### config.mk
export PLATFORM = sky130hd
export DESIGN_NAME = serial_adder_controller
export DESIGN_NICKNAME = d
export VERILOG_FILES = /design/src/rtl/serial_adder_controller.sv
export SDC_FILE = /design/constraint.sdc
export NUM_CORES = 1
export LEC_CHECK = 0
export CAP_MARGIN = 10
export CORE_AREA = 2 2 39 41
export CTS_CLUSTER_SIZE = 10
export DETAILED_ROUTE_END_ITERATION = 6
export DIE_AREA = 0 0 41 43
export PLACE_DENSITY = 0.66
export SYNTH_ARGS = -nofsm -noshare
export SYNTH_HDL_FRONTEND = slang
export SYNTH_SLANG_ARGS = --single-unit
### constraint.sdc
create_clock -name clk -period 2.1 [get_ports clk]
set_clock_uncertainty 0.2 [all_clocks]
set_input_delay 0.21 -clock clk [delete_from_list [all_inputs] [get_ports clk]]
set_output_delay 0.21 -clock clk [all_outputs]
set_load 0.01 [all_outputs]
### src/rtl/serial_adder_controller.sv
// Sequencing controller for the digit-serial adder datapath.
// One start request becomes: operand load with result/carry clear, STEPS
// digit-shift cycles, operand clear, and a sticky done flag. All strobes are
// decoded from the state register only.
module serial_adder_controller #(
    parameter int WIDTH = 64,
    parameter int DIGIT = 4
) (
    input  logic clk,
    input  logic rst,
    input  logic start,
    output logic loadA,
    output logic loadB,
    output logic zeroA,
    output logic zeroB,
    output logic zeroR,
    output logic zeroD,
    output logic enbA,
    output logic enbB,
    output logic enbR,
    output logic loadR,
    output logic done
);

    localparam int STEPS = WIDTH / DIGIT;
    localparam int CW    = (STEPS > 1) ? $clog2(STEPS) : 1;
    localparam logic [CW-1:0] LAST = CW'(STEPS - 1);

    generate
        if ((DIGIT <= 0) || (WIDTH % DIGIT != 0)) begin : g_bad_digit
            $error("serial_adder_controller: WIDTH must be a multiple of DIGIT");
        end
    endgenerate

    typedef enum logic [2:0] {
        IDLE   = 3'd0,
        INIT   = 3'd1,
        SHIFT  = 3'd2,
        FINISH = 3'd3,
        HOLD   = 3'd4
    } state_t;

    state_t        state, state_next;
    logic [CW-1:0] cnt, cnt_next;
    logic          done_next;

    // State, step counter and sticky done flag; async active-low reset.
    always_ff @(posedge clk or negedge rst) begin
        if (!rst) begin
            state <= IDLE;
            cnt   <= '0;
            done  <= 1'b0;
        end else begin
            state <= state_next;
            cnt   <= cnt_next;
            done  <= done_next;
        end
    end

    // Next-state, counter and Moore strobe decode.
    always_comb begin
        state_next = IDLE;
        cnt_next   = cnt;
        done_next  = done;
        loadA      = 1'b0;
        loadB      = 1'b0;
        zeroA      = 1'b0;
        zeroB      = 1'b0;
        zeroR      = 1'b0;
        zeroD      = 1'b0;
        enbA       = 1'b0;
        enbB       = 1'b0;
        enbR       = 1'b0;
        loadR      = 1'b0;
        case (state)
            IDLE: begin
                if (start) begin
                    state_next = INIT;
                    done_next  = 1'b0;
                end else begin
                    state_next = IDLE;
                end
            end
            INIT: begin
                loadA      = 1'b1;
                loadB      = 1'b1;
                zeroR      = 1'b1;
                zeroD      = 1'b1;
                cnt_next   = '0;
                state_next = SHIFT;
            end
            SHIFT: begin
                enbA     = 1'b1;
                enbB     = 1'b1;
                enbR     = 1'b1;
                loadR    = 1'b1;
                cnt_next = cnt + 1'b1;
                state_next = (cnt == LAST) ? FINISH : SHIFT;
            end
            FINISH: begin
                zeroA      = 1'b1;
                zeroB      = 1'b1;
                done_next  = 1'b1;
                state_next = start ? HOLD : IDLE;
            end
            HOLD: begin
                state_next = start ? HOLD : IDLE;
            end
            default: begin
                state_next = IDLE;
            end
        endcase
    end

endmodule

======== After elaboration in Yosys (flattened, before gate mapping) ========
Index checks and enable logic that the tools add are counted.
cells by class
  add/sub/neg operators ................... 1
  multiply operators ...................... 0
  divide/modulo/power cells ............... 0
  order comparisons ....................... 0
  equal/unequal tests ..................... 6
  shifts and indexed selects .............. 0
  multiplexer cells ....................... 10
  bitwise logic cells ..................... 0
  reductions and logical operators ........ 5
operators with widths
  operator                                                          number
  3-bit one-hot mux with 4 select lines                             1
  4-bit one-hot mux with 2 select lines                             1
  3-bit by 2-bit == test with 1-bit output (second input constant)  2
  1-bit 2-to-1 mux                                                  6
  4-bit by 1-bit adder with 4-bit output (second input constant)    1
  4-bit == test (second input constant)                             1
  2-bit nonzero test                                                2
  3-bit by 1-bit == test with 1-bit output (second input constant)  1
  3-bit == test (second input constant)                             1
  3-bit zero test                                                   1
  3-bit 2-to-1 mux                                                  1
  2-bit != test (second input constant)                             1
  1-bit one-hot mux with 2 select lines                             1
  2-bit AND reduction                                               1
  2-bit OR reduction                                                1
word-level totals
  flip-flop bits (word level) ............. 8
  latch bits .............................. 0
  bits in writable memories ............... 0
  bits in read-only memories .............. 0
  input port bits ......................... 3
  output and inout bits ................... 11
  memories ................................ 0

======== Logic depth before layout (Yosys ltp) ========
Gate-level depths: netlist (run 1).
  depth after elaboration ................. 3
  mapped depth ............................ 3

======== Worst setup path before layout (run 1) ========
Ideal clock, no wire load.
  kind .................................... register -> register
  start point ............................. register state[2]
  end point ............................... register cnt[3]
  library setup time ...................... 0.127 ns
  arrival time ............................ 1.293 ns
  data required time ...................... 1.773 ns
  path slack .............................. 0.479 ns
  stages on the path, launching flop included .. 4
  buffers on the path ..................... 0
  period minus slack after synthesis ...... 1.621 ns
  path through ............................ dfrtp_1 nor3b_4 nand4_1 mux2_1
on the way
  longest elaborated chain between the ends .. 2
  elaborated cells between the ends (all ways) .. 4
  classes of those cells .................. 2 x eq/ne; 1 x mux; 1 x reduce/logical
ends and longest elaborated chain
  what                                                                                                         line  RTL
  from (decl)                                                                                                  43    state_t state, state_next;
  from (signal assigned)                                                                                       54    state <= state_next;
  3-bit by 2-bit == test with 1-bit output / 3-bit by 1-bit == test with 1-bit output (equally long branches)  75    case (state)
  4-bit one-hot mux with 2 select lines / 2-bit nonzero test (equally long branches)                           --
  to (signal assigned)                                                                                         55    cnt <= cnt_next;
  to (decl)                                                                                                    44    logic [CW-1:0] cnt, cnt_next;
Several ways; a longest one is shown, not always the timed one.
A chain may end at the register's enable or synchronous reset.

======== Worst setup path in the final report (run 1) ========
  start point ............................. register state[1]
  end point ............................... output port loadA
on the way
  longest elaborated chain between the ends .. 2
ends and longest elaborated chain
  what                                      line  RTL
  3-bit by 1-bit == test with 1-bit output  75
  1-bit 2-to-1 mux                          75
  to (decl)                                 12    output logic loadA,
No other way between the ends.

==> results of run 1 <==
-- layout make-up --
class,instances,share of cell area [%]
multi-input cells,23,32.0
flip-flops and latches,8,34.1
repair buffers,15,25.5
inverters,2,1.26
clock buffers,3,3.77
well taps,16,3.35
-- power groups by stage --
stage	combinational (mW)	clock [mW]	sequential [mW]
floorplan	0.306	0	0.276
finish	0.458	0.109	0.298
detailed placement	0.453	0	0.289
global placement	0.450	0	0.287
global route	0.504	0.125	0.310
CTS	0.462	0.118	0.294
-- layer usage --
layer / GRT usage, % / share of wire, %
met1: 15.0 / 43
met2: 15.0 / 46
met3: 6.28 / 6.8
met4: 10.0 / 3.4
met5: 0 / 0
-- sequential cells by signal, indices dropped and copies added (netlist names) --
signal	count
cnt	4
state	3
done	1
-- per-stage QoR --
step / hold WS [ps] / std cells
after CTS: 44.7 / 66
after global placement: 319 / 63
after floorplan: -286 / 40
after detailed placement: 318 / 63
after global routing: 55.4 / 67
final: 41.7 / 67
-- kinds of logic (layout without fill, tap and decap cells) --
kind of cell / after synthesis / count (layout)
AO/OA/AOI/OAI: 6 / 6
adder cells (fa/ha/maj): 1 / 1
buffers and inverters: 9 / 20
flip-flops: 8 / 8
multiplexers: 3 / 3
AND/OR/NAND/NOR: 13 / 13
-- final timing paths --
| check | end |
|---|---|
| hold / removal | cnt[2] |
| setup / recovery | loadA |
| hold reg to reg | cnt[1] |
| max in group asynchronous | state[1] |
| min in group clk | cnt[1] |
| setup reg to reg | cnt[3] |
-- synthesized netlist by cell type, types with 2 or more instances --
master	number	area share (%)
sky130_fd_sc_hd__a22o_1	2	3.9
sky130_fd_sc_hd__buf_4	7	12
sky130_fd_sc_hd__dfrtp_1	8	45
sky130_fd_sc_hd__inv_1	2	1.7
sky130_fd_sc_hd__nor2_1	4	3.4
sky130_fd_sc_hd__nor2b_1	3	4.2
-- worst max-delay path, cell delays in order, from the launching register on --
cell                              delay (ps)
sky130_fd_sc_hd__dfrtp_2                 460
sky130_fd_sc_hd__nor3b_4                 310
sky130_fd_sc_hd__clkdlybuf4s50_1         590
-- repair_timing --
item	CTS	global route
buffers inserted	0	1
resized for setup	2	5
setup endpoints to repair	4	8
==> parameters.txt, run 1 <==
Parameter                              Value

Routing
  DRC violations left ... 0
  Number of nets with antenna violations after routing ... 0
  Average wire per cell in the routed design ... 12.0 um
  Initial drt markers ... 4
  Total routed wirelength ... 805 um
  Number of search-and-repair iterations in the first detailed-routing pass ... 4
  Vias after detailed routing ... 322
  Avg Vias per Cell ... 4.81

Floorplanning
  Starting density of the core ... about a third
  Io pins ... 14
  Die ar. ... 1760 sq um
  Core Area ... 1380 sq um
  Num rows ... 14
  Die Y ... about 43 um
  Horizontal die dimension ... about 40 um

Timing
  Final min period ... 2010 ps
  RSZ-0062 raised after global routing ... no
  Final number of hold-violating endpoints ... 0
  Transition time of the tightest slew-check pin ... 354 ps
  Setup violators final ... 0
  Final period util ... 95.8%
  Slew HR ... 76.3%
  Post-route setup slack ... 89.1 ps
  Slew Viols, Final ... 0
  Final-layout setup total negative slack ... 0 ps
  Maximum clock frequency ... 497 MHz

Yosys
  Synth unique cells ... 20
  Part of the Yosys area used for sequential elements ... between 40% and 50%
  Combinational family with the most area after synthesis ... simple AND/OR/NAND/NOR gates
  Synth Net Count ... 44
  Synth async-reset ratio ... 100%
  Total number of yosys warnings ... 0
  Share of the synthesized area in compound gates (AO/OA/AOI/OAI) ... 10.7%
  Post-synthesis share of cell area spent on and, or, nand and nor gates ... between 20% and 30%
  Mean area per synthesized cell ... 11.1 sq um
  Number of synthesized flops with an enable pin ... 0
  Synthesized cell area ... 445 sq um
  Top flip-flop cell by instance count after synthesis ... sky130_fd_sc_hd__dfrtp_1
  Synthesized instance count ... 40
  Flip-flop and latch count after synthesis ... 8
  Xor and xnor area share after synthesis ... 0%
  Post-synthesis adder-cell area fraction ... 2.81%
  Share of synthesized area spent on multiplexers ... 7.30%

Critical path
  Critical path required time ... 1690 ps
  Setup Crit Path Kind ... reg2out
  Startpoint types ... register
  Worst Path Arrival ... 1600 ps
  R2r setup slk ... around 400 ps
  Setup crit start ... state[1]
  Number of cells on the worst reg-to-reg path ... 4
  Highest fanout seen on the critical path ... 8
  Startpoint of the worst-slack reg-to-reg timing path ... state[1]
  Endpoint kind of the worst setup timing path ... primary output

Placement
  Count of input and output buffers ... 13
  Placement-stage cell area ... 551 sq um
  Worst setup slack before clock tree synthesis ... 213 ps
  Gp weighted congestion ... 0.793
  Sum of net half-perimeters after detailed placement ... 613 um

Finish
  Leading cell types in the layout, fill and taps excluded ... sky130_fd_sc_hd__clkdlybuf4s50_1, sky130_fd_sc_hd__dfrtp_1, sky130_fd_sc_hd__nor2_1
  Synthesis-to-layout area growth ... 34.3%
  Footprint of the multi-input gates ... between 150 and 200 sq um
  Final net count ... 57
  Layout fillers ... 140
  Design Area, Final ... ~600 sq um
  Leading cell type in the layout, fill and taps excluded ... sky130_fd_sc_hd__clkdlybuf4s50_1
  ANT cells ... 0
  Utilization after layout ... 43.2%
  Layout cells sized above 1 ... 21.6%
  FF+latch area ... 204 sq um

Power and ir drop
  Sequential share of power ... 34.4%
  Gate power share ... 52.9%
  P_int ... 0.561 mW
  Power density cells ... 1450 nW/um^2
  VDD IR-drop max ... 0.654 mV
  Clock Power Share ... 12.6%
  Final Total Pwr ... 0.864 mW
  Sw Share ... between 30% and 40%
  Switching power summed over all nets ... between 0.3 and 0.4 mW
  Cell leakage power ... 0.307 nW

GRT
  Number of global-route vias before repair ... 302
  Global-route total usage across every layer ... 12.2%
  Pin count of the biggest net entering global routing ... 9
  Initial antenna violation count ... 0
  Overflow left after global routing ... 0
  Global-route wire length before repair ... between 1 and 1.5 mm

Job
  Number of max-cap violations ... 0

Clock tree
  Max H-tree Level ... 1
  Reg clk slew, reported paths ... 50 ps
  CTS Buffer Depth ... 2
  CTS tree ... yes
  Number of hold buffers added after cts ... 0
  Clock tree root driver cell ... sky130_fd_sc_hd__clkbuf_4
  Clock Sink Count ... 8
  Skew-Pair Late Insertion Delay ... between 200 and 250 ps
  TritonCTS Buffers ... 3

Min path
  Tightest Hold Check Type ... in2async

Status
  Status ... finished clean
No activity file was read; power rests on OpenSTA's default activity.
==> run 2, diff against run 1 <==
--- a/config.mk
+++ b/config.mk
@@ -10,7 +10,8 @@
 export CTS_CLUSTER_SIZE = 10
 export DETAILED_ROUTE_END_ITERATION = 6
 export DIE_AREA = 0 0 41 43
-export PLACE_DENSITY = 0.66
+export PLACE_DENSITY = 0.68
 export SYNTH_ARGS = -nofsm -noshare
 export SYNTH_HDL_FRONTEND = slang
 export SYNTH_SLANG_ARGS = --single-unit
+export TNS_END_PERCENT = 50
==> constraint.sdc (replaced) <==
create_clock -name clk -period 1.85 [get_ports clk]
set_clock_uncertainty 0.2 [all_clocks]
set_input_delay 0.185 -clock clk [delete_from_list [all_inputs] [get_ports clk]]
set_output_delay 0.185 -clock clk [all_outputs]
set_load 0.01 [all_outputs]
==> parameters.txt, run 2 (same netlist as run 1, synthesis figures left out) <==
Parameter                              Value

Power and ir drop
  Gate power share ... 49.8%
  Sequential share of power ... 36.2%
  Sw Share ... 37.2%
  P_int ... 0.584 mW
  Switching power summed over all nets ... 0.345 mW
  Power density cells ... 1610 nW/um^2
  Clock Power Share ... 14.0%
  VDD IR-drop max ... 0.754 mV
  Cell leakage power ... 0.295 nW

Routing
  Total routed wirelength ... about 810 um
  Number of search-and-repair iterations in the first detailed-routing pass ... 1
  Number of nets with antenna violations after routing ... 0
  Average wire per cell in the routed design ... between 10 and 15 um
  DRC violations left ... 0
  Vias after detailed routing ... 324
  Initial drt markers ... 0
  Avg Vias per Cell ... 4.84

GRT
  Number of global-route vias before repair ... 293
  Overflow left after global routing ... 0
  Global-route wire length before repair ... 1.31 mm
  Initial antenna violation count ... 0
  Pin count of the biggest net entering global routing ... 9
  Global-route total usage across every layer ... 11.5%

Timing
  Transition time of the tightest slew-check pin ... around 370 ps
  Final-layout setup total negative slack ... 0 ps
  Slew Viols, Final ... 0
  Final period util ... 91.8%
  Slew HR ... between 70% and 80%
  Setup violators final ... 0
  Final min period ... ~1700 ps
  Maximum clock frequency ... 589 MHz
  RSZ-0062 raised after global routing ... no
  Final number of hold-violating endpoints ... 0

Critical path
  Destination of the worst register-to-register timing path ... cnt[3]
  R2r setup slk ... approximately 150 ps
  Startpoint of the worst-slack reg-to-reg timing path ... state[2]
  Highest fanout seen on the critical path ... 7
  Setup crit start ... state[2]
  Critical path required time ... 1780 ps
  Endpoint kind of the worst setup timing path ... register
  Startpoint types ... register
  Setup Crit Path Kind ... reg2reg
  Crit path to ... cnt[3]
  Worst Path Arrival ... 1630 ps
  Number of cells on the worst reg-to-reg path ... 4

Clock tree
  Max H-tree Level ... 1
  Clock Sink Count ... 8
  Skew-Pair Late Insertion Delay ... between 200 and 300 ps
  Clock tree root driver cell ... sky130_fd_sc_hd__clkbuf_4
  Post-CTS setup-driven buffer insertion count ... 0
  Number of hold buffers added after cts ... 0
  CTS tree ... yes
  CTS Buffer Depth ... 2
  Number of gates resized after cts ... 14
  Reg clk slew, reported paths ... 50 ps
  TritonCTS Buffers ... 3

Min path
  Tightest Hold Check Type ... in2async

Placement
  Count of input and output buffers ... 13
  Total placed cells including tap cells ... 64
  Sum of net half-perimeters after detailed placement ... 599 um
  Gp weighted congestion ... 0.707

Finish
  Layout cells sized above 1 ... approximately 22%
  Leading cell type in the layout, fill and taps excluded ... sky130_fd_sc_hd__dlygate4sd2_1
  FF+latch area ... 204 sq um
  Final net count ... 57
  Footprint of the multi-input gates ... 191 sq um
  Synthesis-to-layout area growth ... 29.8%
  Top Registers ... cnt x4, state x3, done x1
  Biggest register ... cnt
  Leading cell types in the layout, fill and taps excluded ... sky130_fd_sc_hd__dlygate4sd2_1, sky130_fd_sc_hd__dfrtp_1, sky130_fd_sc_hd__nor2_1
  Number of flip-flops under the largest register name ... 4
  ANT cells ... 0
  Final std cells w/o fill ... 67
  Layout fillers ... 148

Floorplanning
  Num rows ... 14
  Die ar. ... 1760 sq um
  Horizontal die dimension ... ~41 um
  Core Area ... 1380 sq um
  Io pins ... 14
  Die Y ... ~43 um
  Starting density of the core ... 32.2%

Job
  Number of max-cap violations ... 0

Status
  Status ... finished clean
[run 2: changes by cell type in the layout (fill, tap and decap cells not counted), sizes merged]
cell / previous run / this run
dlygate4sd2: 0 / 10
clkdlybuf4s50: 10 / 3
dlymetal6s2s: 3 / 0
[run 2: layout make-up]
cell class	count	area share (%)
Tap cell	16	3.46
Clock buffer	3	3.90
Multi-Input combinational cell	23	33.1
Sequential cell	8	35.3
Timing Repair Buffer	15	22.9
Inverter	2	1.30
[run 2: layer usage]
metal,vias to the layer above,wire length [um],GRT usage [%]
met1,156,379,14.0
met2,11,371,16.6
met4,0,9,6.00
li1,155,-,-
met3,2,47,4.71
met5,-,0,0
[run 2: power by group through the flow]
stage          registers, mW  logic, mW  clock network (mW)
2_1_floorplan          0.314      0.348                   0
3_3_place_gp           0.325      0.516                   0
3_5_place_dp           0.328      0.522                   0
4_1_cts                0.336      0.470               0.136
5_1_grt                0.348      0.509               0.150
6_report               0.336      0.463               0.130
[run 2: through the flow]
step / util, % / area [sq um] / worst slack, ps / hold slack [ps] / total power, mW
after floorplan: - / 445 / 229 / -311 / 0.661
after global placement: 40.3 / 558 / 118 / 290 / 0.841
after detailed placement: 40.3 / 558 / 75.0 / 294 / 0.851
after CTS: 41.8 / 578 / 150 / 27.1 / 0.942
after global routing: 41.8 / 578 / 91.7 / 48.2 / 1.01
final: 41.8 / 578 / 151 / 18.7 / 0.929
[run 2: how the worst min path moves through the flow]
stage	startpoint	end	slack, ps	cells past startpoint
floorplan	rst	cnt[0]	-310	0
global placement	rst	state[0]	290	1
detailed placement	rst	state[0]	290	1
CTS	rst	cnt[3]	30	1
global route	rst	cnt[3]	50	1
finish	rst	cnt[3]	20	1
[run 2: worst max-delay path, cell delays in order (launching register included)]
cell and delay (ps):
sky130_fd_sc_hd__dfrtp_2 470, sky130_fd_sc_hd__nor3b_4 270, sky130_fd_sc_hd__buf_4 190, sky130_fd_sc_hd__nand4_1 120, sky130_fd_sc_hd__mux2_1 320
